[src/rtl/ctrl_sequencer_pkg.sv]
// ctrl_sequencer_pkg: FSM states, opcode/func encodings, HALT field.
// Shared by ctrl_decode and ctrl_sequencer; no ports.
package ctrl_sequencer_pkg;

  typedef enum logic [2:0] {
    S_IDLE,
    S_FETCH,
    S_EXEC,
    S_MEM,
    S_WB,
    S_HALTED
  } state_t;

  // IR[8:6]
  localparam logic [2:0] opLW    = 3'd0;
  localparam logic [2:0] opSW    = 3'd1;
  localparam logic [2:0] opADD   = 3'd2;
  localparam logic [2:0] opSUB   = 3'd3;
  localparam logic [2:0] opCEQ   = 3'd4;
  localparam logic [2:0] opCLT   = 3'd5;
  localparam logic [2:0] opOTYPE = 3'd6;
  localparam logic [2:0] opSEI   = 3'd7;

  // IR[2:0] of O-type words
  localparam logic [2:0] fnSHIFTL_X = 3'd0;
  localparam logic [2:0] fnSHIFTL_0 = 3'd1;
  localparam logic [2:0] fnSHIFTL_1 = 3'd2;
  localparam logic [2:0] fnSHIFTR_X = 3'd3;
  localparam logic [2:0] fnSHIFTR_0 = 3'd4;
  localparam logic [2:0] fnSHIFTR_1 = 3'd5;
  localparam logic [2:0] fnB0       = 3'd6;
  localparam logic [2:0] fnB1       = 3'd7;

  // IR[5:3] of an O-type word that halts
  localparam logic [2:0] HALT_FIELD = 3'b111;

  function automatic logic fn_is_shift(
    input logic [2:0] fn
  );
    return (fn == fnSHIFTL_X) ||
           (fn == fnSHIFTL_0) ||
           (fn == fnSHIFTL_1) ||
           (fn == fnSHIFTR_X) ||
           (fn == fnSHIFTR_0) ||
           (fn == fnSHIFTR_1);
  endfunction

endpackage

[src/rtl/ctrl_sequencer_decode.sv]
// ctrl_decode: combinational instruction classifier.
// in: ir[8:0]; out: is_mem/is_store/writes_rf/is_branch/is_halt/updates_flags.
module ctrl_decode
  import ctrl_sequencer_pkg::*;
(
  input  logic [8:0] ir,
  output logic       is_mem,
  output logic       is_store,
  output logic       writes_rf,
  output logic       is_branch,
  output logic       is_halt,
  output logic       updates_flags
);

  logic [2:0] op;
  logic [2:0] fld;
  logic [2:0] fn;
  logic       otype;
  logic       is_load;
  logic       is_alu;

  assign op    = ir[8:6];
  assign fld   = ir[5:3];
  assign fn    = ir[2:0];
  assign otype = (op == opOTYPE);

  // HALT wins over whatever func bits it carries
  assign is_halt = otype && (fld == HALT_FIELD);

  assign is_branch = otype && !is_halt &&
                     ((fn == fnB0) || (fn == fnB1));

  assign is_load  = (op == opLW);
  assign is_store = (op == opSW);
  assign is_mem   = is_load || is_store;

  assign is_alu = (op == opADD) ||
                  (op == opSUB) ||
                  (op == opSEI) ||
                  (otype && !is_halt && fn_is_shift(fn));

  assign writes_rf     = is_alu || is_load;
  assign updates_flags = !(is_branch || is_halt);

endmodule

[src/rtl/ctrl_sequencer.sv]
// ctrl_sequencer: fetch/exec/mem/wb control FSM with PC, IR, flags.
// in: START, INST*, ALU returns, BR_TARGET, MEM_READY; out: fetch, ALU, mem, RF_WE, DONE.
module ctrl_sequencer
  import ctrl_sequencer_pkg::*;
(
  input  logic       CLK,
  input  logic       RESET_N,
  input  logic       START,
  input  logic       INST_VALID,
  input  logic [8:0] INST,
  output logic       INST_REQ,
  output logic [7:0] PC,
  output logic [2:0] ALU_OP,
  output logic [2:0] ALU_FUNC,
  output logic       ALU_FLAG_IN,
  output logic       ALU_OVERFLOW_IN,
  input  logic       ALU_FLAG_OUT,
  input  logic       ALU_OVERFLOW_OUT,
  input  logic       ALU_BRANCH_EN,
  input  logic [7:0] BR_TARGET,
  output logic       MEM_REQ,
  output logic       MEM_WE,
  input  logic       MEM_READY,
  output logic       RF_WE,
  output logic       DONE
);

  state_t     state;
  state_t     state_nxt;
  logic [8:0] ir;
  logic       flag_r;
  logic       ovf_r;
  logic       br_pend;
  logic       take_br;

  logic is_mem;
  logic is_store;
  logic writes_rf;
  logic is_branch;
  logic is_halt;
  logic updates_flags;

  ctrl_decode u_decode (
    .ir            (ir),
    .is_mem        (is_mem),
    .is_store      (is_store),
    .writes_rf     (writes_rf),
    .is_branch     (is_branch),
    .is_halt       (is_halt),
    .updates_flags (updates_flags)
  );

  assign ALU_OP          = ir[8:6];
  assign ALU_FUNC        = ir[2:0];
  assign ALU_FLAG_IN     = flag_r;
  assign ALU_OVERFLOW_IN = ovf_r;

  // Branch decision: live sample while leaving EXEC,
  // the registered copy on any later exit.
  assign take_br = (state == S_EXEC) ?
                   (is_branch && ALU_BRANCH_EN) :
                   br_pend;

  always_comb begin
    state_nxt = state;
    unique case (state)
      S_IDLE: begin
        if (START) state_nxt = S_FETCH;
      end
      S_FETCH: begin
        if (INST_VALID) state_nxt = S_EXEC;
      end
      S_EXEC: begin
        unique case (1'b1)
          is_mem:                 state_nxt = S_MEM;
          is_halt:                state_nxt = S_HALTED;
          writes_rf && !is_mem:   state_nxt = S_WB;
          default:                state_nxt = S_FETCH;
        endcase
      end
      S_MEM: begin
        if (MEM_READY)
          state_nxt = is_store ? S_FETCH : S_WB;
      end
      S_WB: begin
        state_nxt = S_FETCH;
      end
      S_HALTED: begin
        if (START) state_nxt = S_FETCH;
      end
      default: begin
        state_nxt = S_IDLE;
      end
    endcase
  end

  // Outputs are registered from the next state so each
  // strobe is aligned with the state it belongs to.
  always_ff @(posedge CLK or negedge RESET_N) begin
    if (!RESET_N) begin
      state    <= S_IDLE;
      PC       <= 8'h00;
      ir       <= 9'h000;
      flag_r   <= 1'b0;
      ovf_r    <= 1'b0;
      br_pend  <= 1'b0;
      INST_REQ <= 1'b0;
      MEM_REQ  <= 1'b0;
      MEM_WE   <= 1'b0;
      RF_WE    <= 1'b0;
      DONE     <= 1'b0;
    end else begin
      state    <= state_nxt;
      INST_REQ <= (state_nxt == S_FETCH);
      MEM_REQ  <= (state_nxt == S_MEM);
      MEM_WE   <= (state_nxt == S_MEM) && is_store;
      RF_WE    <= (state_nxt == S_WB);
      DONE     <= (state_nxt == S_HALTED);

      if (state == S_FETCH) begin
        br_pend <= 1'b0;
        if (INST_VALID) ir <= INST;
      end

      if (state == S_EXEC) begin
        br_pend <= is_branch && ALU_BRANCH_EN;
        if (updates_flags) begin
          flag_r <= ALU_FLAG_OUT;
          ovf_r  <= ALU_OVERFLOW_OUT;
        end
      end

      if (state_nxt == S_FETCH) begin
        unique case (state)
          S_EXEC, S_MEM, S_WB: begin
            PC <= take_br ? BR_TARGET : PC + 8'd1;
          end
          S_HALTED: begin
            PC     <= 8'h00;
            flag_r <= 1'b0;
            ovf_r  <= 1'b0;
          end
          default: begin
          end
        endcase
      end
    end
  end

endmodule

[config.mk]
export PLATFORM = sky130hd
export DESIGN_NAME = ctrl_sequencer
export DESIGN_NICKNAME = d
export VERILOG_FILES = /design/src/rtl/ctrl_sequencer_pkg.sv /design/src/rtl/ctrl_sequencer_decode.sv /design/src/rtl/ctrl_sequencer.sv
export SDC_FILE = /design/constraint.sdc
export NUM_CORES = 1
export LEC_CHECK = 0
export BUFFER_PORTS_ARGS = -buffer_cell sky130_fd_sc_hd__buf_2
export CAP_MARGIN = 15
export CORE_MARGIN = 1.5
export CORE_UTILIZATION = 36
export CTS_CLUSTER_DIAMETER = 60
export DETAILED_ROUTE_END_ITERATION = 8
export GPL_ROUTABILITY_DRIVEN = 0
export PLACE_DENSITY = 0.71
export SLEW_MARGIN = 20
export SYNTH_ARGS = -nofsm -noshare
export SYNTH_HDL_FRONTEND = slang
export SYNTH_SLANG_ARGS = --single-unit
[constraint.sdc]
create_clock -name CLK -period 2.25 [get_ports CLK]
set_clock_uncertainty 0.05 [all_clocks]
set_input_delay 0.1125 -clock CLK [delete_from_list [all_inputs] [get_ports CLK]]
set_output_delay 0.1125 -clock CLK [all_outputs]
set_load 0.02 [all_outputs]
==> flow_summary.toml, run 1 <==
[clocking]
cts_resized = 0
clock_path_buffers = 2
htreeDepth = 1
clk_pin_slew_ps = 100
cts_root_buf = "clkbuf_8"
hold_buffers = 1
clock-sinks = 28
cts_tree = "built"
post_cts_buffers = 0
numCtsBuffers = 3
clk_latency_ps = 280

[timing]
rsz0062_at_grt = "false"
worst_pin_slew_ps = 602.5
max_freq_ghz = 0.4954
final_max_slew_viol_count = 0
hold_violations = 0
holdWs_ps = 9.914
setup_ws_ps = 231.4
finalCritPeriodShare_pct = 89.71
slew_headroom_pct = 59.83
min_period_ps = 2019
setup_viol = 0
setup_tns_ps = 0

[synthesis]
ys.flop_type = "dfrtp_1"
synthTopCellsByArea = "dfrtp_1, mux2_2, mux2i_1"
synth-seq-cells = 28
synth_area_um2 = 1489
yosysTopAreaCell = "dfrtp_1"
seq_area_frac_synth_pct = 47.06
async_reset_ff_share_pct = 100.0
netlist-cell-type-count = 40
synth-edff-count = 0
yosysTopAreaCellShare_pct = 47.06
yosysWarnings = 0
syn_inst = 141
syn-num-nets = 167
avgSynthCellArea_um2 = 10.56

[detailed_routing]
drt_first_pass_iters = 4
wl_per_cell_um = 13.16
met1_length_um = 1424
wl_met3_um = 248
finalWirelength_um = 3119
dr_wl_met2_um = 1434
first_iter_violations = 49
num_vias = 1202
drc_errors = 0
routed.top_layer = "met4"
via_per_inst = 5.072
ant_nets = 0

[grt]
groute.usage.overall_pct = 14.88
grt_pass1_vias = 1124
grt_pass1_wl_um = 5092
grt_max_degree = 29
gr-total-overflow = 0
antenna_found_initial = 0

[finish]
multi_input_area_um2 = 673.1
fillers = 398
fin_nets = 214
final_cell_area_um2 = 1834
drive_above_1_share_pct = 36.90
final_cells = 237
final-seq-area_um2 = 700.7
final_core_util_pct = 45.86
syn_to_final_growth_pct = 23.19
antenna_cells = 0

[die]
dieArea_um2 = 4531
boundaryPins = 46
row_count = 23
die_h_um = 67.31
initial_core_util_pct = 37.22
coreArea_um2 = 4000
die_w_um = 67.31

[placement]
port_buffers = 45
dpl_cell_area_um2 = 1733
pre_cts_ws_ps = 216.5
place_inst = 230
dp_hpwl_um = 2338

[power]
seqPwrFrac_pct = 36.2
internal_power_mw = 1.502
power_frac_comb_pct = 48.4
power_density_nw_per_um2 = 1417
swShare_pct = 42.24
max-vdd-ir-drop_v = 0.0006616
pwr-share-clk_pct = 15.5
power_mw = 2.600
p_sw_mw = 1.098
p_leak_nw = 0.9111

[setup_path]
cp_data_required_time_ps = 2360
startpoint = "state[0]"
crit_fanout = 10
crit_type = "register to register"
reg2reg_from = "state[0]"
endpoint_kind = "register"
critPathLaunchType = "register"
worstPathArrival_ps = 2130

[job]
drv_cap = 0

[min_path]
min_from = "INST[2]"
hold_class = "input pin to register"

[status]
status = "finished, final reports clean"
## power by group through the flow
stage	combinational (mW)	clock, mW	sequential, mW
floorplan	0.855	0	1.02
global placement	1.25	0	0.945
detailed placement	1.26	0	0.952
CTS	1.27	0.411	0.944
global route	1.39	0.434	0.986
finish	1.26	0.402	0.940
## layout by cell type (no fill, tap or decap), types with 3 or more instances in the layout
cell	count
buf_2	45
dfrtp_1	28
inv_1	9
mux2i_1	9
mux2_2	9
a21oi_1	8
o21ai_0	7
nor2_1	7
nand2_1	6
nor2b_1	6
nor3_1	5
o22ai_1	5
buf_4	5
nand2b_1	3
clkbuf_8	3
dlygate4sd3_1	3
## cells in the mapped netlist (3+ instances only)
| master | n |
|---|---|
| a21oi_1 | 8 |
| nand2_1 | 6 |
| mux2i_1 | 9 |
| dfrtp_1 | 28 |
| nor3_1 | 5 |
| buf_4 | 6 |
| nor2_1 | 7 |
| o21ai_0 | 7 |
| inv_1 | 9 |
| o22ai_1 | 5 |
| nor2b_1 | 6 |
| nand2b_1 | 3 |
| mux2_2 | 9 |
## worst paths after layout
| check | end | slack [ps] | cells past startpoint |
|---|---|---|---|
| min in group asynchronous | PC[3] | 320 | 2 |
| max | PC[6] | 230 | 5 |
| max reg2reg | PC[6] | 230 | 5 |
| min reg2reg | ir[0] | 480 | 1 |
| max in group asynchronous | INST_REQ | 1430 | 2 |
| min | ir[2] | 10 | 2 |
## cell type report
type	instances	area share, %
clock buffers	3	2.251
repair buffers	53	15.96
flip-flops and latches	28	38.20
clock inverters	1	1.637
multi-input cells	93	36.70
well taps	50	3.411
inverters	9	1.842
## sequential cells by signal, indices dropped and copies added, names as in the netlist
name             flops
MEM_WE               1
DONE                 1
state                3
MEM_REQ              1
INST_REQ             1
ALU_OVERFLOW_IN      1
ir                   9
PC                   8
br_pend              1
ALU_FLAG_IN          1
RF_WE                1
## per-layer routing
metal | vias to the layer above | track usage (%)
li1 | 590 | -
met1 | 558 | 19.35
met2 | 51 | 24.63
met3 | 3 | 4.833
met4 | 0 | 2.296
met5 | - | 0
## critical path, cell delays in order (launching register included)
cell and delay [ps]:
dfrtp_1 480, or3b_4 450, nor4_4 320, a21o_1 290, mux2i_1 220, o22ai_1 90
## kinds of logic (layout without fill, tap and decap cells)
logic type / Yosys count / in the layout / share of synthesized area [%]
AND/OR/NAND/NOR: 43 / 43 / 18.57
AO/OA/AOI/OAI: 30 / 30 / 12.35
flip-flops: 28 / 28 / 47.06
buffers and inverters: 20 / 66 / 7.730
multiplexers: 18 / 18 / 12.86
adder cells (fa/ha/maj): 1 / 1 / 0.8402
XOR/XNOR: 1 / 1 / 0.5883
Note: power is estimated with default switching activity, not from simulation.
==> run 2, diff against run 1 <==
--- a/config.mk
+++ b/config.mk
@@ -5,6 +5,7 @@
 export SDC_FILE = /design/constraint.sdc
 export NUM_CORES = 1
 export LEC_CHECK = 0
+export ABC_AREA = 1
 export BUFFER_PORTS_ARGS = -buffer_cell sky130_fd_sc_hd__buf_2
 export CAP_MARGIN = 15
 export CORE_MARGIN = 1.5
@@ -12,7 +13,7 @@
 export CTS_CLUSTER_DIAMETER = 60
 export DETAILED_ROUTE_END_ITERATION = 8
 export GPL_ROUTABILITY_DRIVEN = 0
-export PLACE_DENSITY = 0.71
+export PLACE_DENSITY = 0.7
 export SLEW_MARGIN = 20
 export SYNTH_ARGS = -nofsm -noshare
 export SYNTH_HDL_FRONTEND = slang
==> constraint.sdc (replaced) <==
create_clock -name CLK -period 2.4 [get_ports CLK]
set_clock_uncertainty 0.05 [all_clocks]
set_input_delay 0.12 -clock CLK [delete_from_list [all_inputs] [get_ports CLK]]
set_output_delay 0.12 -clock CLK [all_outputs]
set_load 0.02 [all_outputs]
==> run 2 against run 1 <==
Effect of this change: core utilization grew 0.12 points; sequential share of layout area is 3.0 points lower; critical path depth up 4; synthesized cell count rose by 55%; non-clock buffer count rose by 3; routed wire length rose by 16%; clock-buffer cell count is the same; setup slack better by 190 ps; area after synthesis increased by 7.3%; worst hold slack worse by 9.2 ps; sequential power decreased by 12%; largest cell class is now multi-input gates.
==> flow_summary.toml, run 2 <==
[power]
power_mw = 2.412
power_density_nw_per_um2 = 1213
p_leak_nw = 1.157
max-vdd-ir-drop_v = 0.0004938

[detailed_routing]
drc_errors = 0
drt_first_pass_iters = 5
num_vias = 1495
ant_nets = 0
wl_per_cell_um = 11.24
wl_met3_um = 150
dr_wl_met2_um = 1739
finalWirelength_um = 3609
via_per_inst = 4.657
met1_length_um = 1658
first_iter_violations = 48
routed.top_layer = "met4"

[synthesis]
ys.flop_type = "dfrtp_1"
synth_area_um2 = 1598
ys_top_cells_by_count = "nand2_1, dfrtp_1, nor2_1"
syn-num-nets = 245
yosys.area_share.adder_pct = 0.7831
yosysTopAreaCellShare_pct = 43.85
synth_compound_area_share_pct = 4.229
muxShareOfSynthArea_pct = 0
async_reset_ff_share_pct = 100.0
synthTopCellsByArea = "dfrtp_1, nand2_1, nand3_1"
synth-seq-cells = 28
synth-edff-count = 0
syn_inst = 219
synth_simple_gate_area_share_pct = 37.98
synth_top_family_by_area = "simple AND/OR/NAND/NOR gates"
netlist-cell-type-count = 24
avgSynthCellArea_um2 = 7.296
synth_xor_area_share_pct = 2.741
yosysWarnings = 0
synth.most_common_cell = "nand2_1"
seq_area_frac_synth_pct = 43.85
yosysTopAreaCell = "dfrtp_1"

[finish]
fin_nets = 296
final_cell_mix = "nand2_1, buf_2, dfrtp_1"
final_core_util_pct = 45.98
drive_above_1_share_pct = 25.28
final_common_cell = "nand2_1"
syn_to_final_growth_pct = 24.43
largest_reg_flops = 9
antenna_cells = 0
largestRegisters = "ir x9, PC x8, state x3"
top_register = "ir"

[timing]
setup_viol = 0
min_period_ps = 1983
setup_tns_ps = 0
slew_headroom_pct = 58.36
finalCritPeriodShare_pct = 82.63
max_freq_ghz = 0.5043
holdWs_ps = 0.7609
final_max_slew_viol_count = 0
worst_pin_slew_ps = 624.7
setup_ws_ps = 416.9
hold_violations = 0
rsz0062_at_grt = "false"

[placement]
dp_hpwl_um = 2619
pre_cts_ws_ps = 471.8
port_buffers = 45

[grt]
groute.usage.overall_pct = 15.73
grt_pass1_vias = 1451
gr-total-overflow = 0
grt_pass1_wl_um = 6196
grt_max_degree = 29
antenna_found_initial = 0

[job]
drv_cap = 0

[clocking]
clock-sinks = 28
cts_resized = 0
clock_path_buffers = 2
post_cts_buffers = 0
cts_root_buf = "clkbuf_8"
cts_tree = "built"
clk_pin_slew_ps = 100
hold_buffers = 9
numCtsBuffers = 3
htreeDepth = 1
clk_latency_ps = 280

[setup_path]
critPathLaunchType = "register"
r2r_cells = 9
crit_type = "register to register"
endpoint_kind = "register"
cp_data_required_time_ps = 2580
crit_fanout = 11
worstPathArrival_ps = 2160

[die]
boundaryPins = 46
row_count = 24
initial_core_util_pct = 36.95
die_h_um = 69.62
coreArea_um2 = 4324
dieArea_um2 = 4847
die_w_um = 69.62

[min_path]
hold_class = "input pin to register"
holdPathStages = 3

[status]
status = "finished, final reports clean"
[run 2: final timing paths]
kind                               to  slack, ps  startpoint
worst min register to register  ir[0]        430       ir[0]
worst max-delay path            PC[3]        420    state[1]
max in group asynchronous       PC[5]       1560     RESET_N
worst max register to register  PC[3]        420    state[1]
worst min-delay path            ir[4]        0.8     INST[4]
min in group asynchronous       ir[5]        330     RESET_N
[run 2: area by class of cell]
| type | instances | area [µm²] |
|---|---|---|
| fill | 435 | 2336 |
| multi-input combinational | 157 | 730.7 |
| sequential | 28 | 700.7 |
| timing repair buffer | 56 | 330.3 |
| inverter | 24 | 90.09 |
| tap | 52 | 65.06 |
| clock buffer | 3 | 41.29 |
| clock inverter | 1 | 30.03 |
[run 2: per-stage QoR]
| stage | std cells | instance area (µm²) |
|---|---|---|
| CTS | 321 | 1988 |
| detailed placement | 308 | 1827 |
| global route | 321 | 1988 |
| floorplan | 219 | 1598 |
| global placement | 308 | 1827 |
| finish | 321 | 1988 |
[run 2: critical path: stages, from the launching register on]
cell and delay, ps:
dfrtp_1 450, inv_2 60, nand3_1 240, a21oi_1 250
nor2_1 80, nand3_2 90, nand2_1 90, nor2_2 390
nand3_1 140, nand2_1 80
[run 2: logic make-up (layout without fill, tap and decap cells)]
logic type | Yosys count | count (layout)
and+or+nand+nor | 140 | 140
buffers and inverters | 34 | 84
DFF | 28 | 28
AOI/OAI and AO/OA | 11 | 11
xor gates and xnor gates | 5 | 5
adders and majority gates | 1 | 1
[run 2: report_power, final]
part,internal [mW],switching [mW],total [mW]
Sequential,0.663,0.165,0.828
Combinational,0.404,0.803,1.21
Clock,0.224,0.154,0.377
[run 2: layer usage]
| metal | up-vias | GRT usage, % |
|---|---|---|
| met1 | 692 | 20.09 |
| met3 | 5 | 1.890 |
| li1 | 768 | - |
| met4 | 0 | 6.197 |
| met5 | - | 0 |
| met2 | 30 | 27.14 |
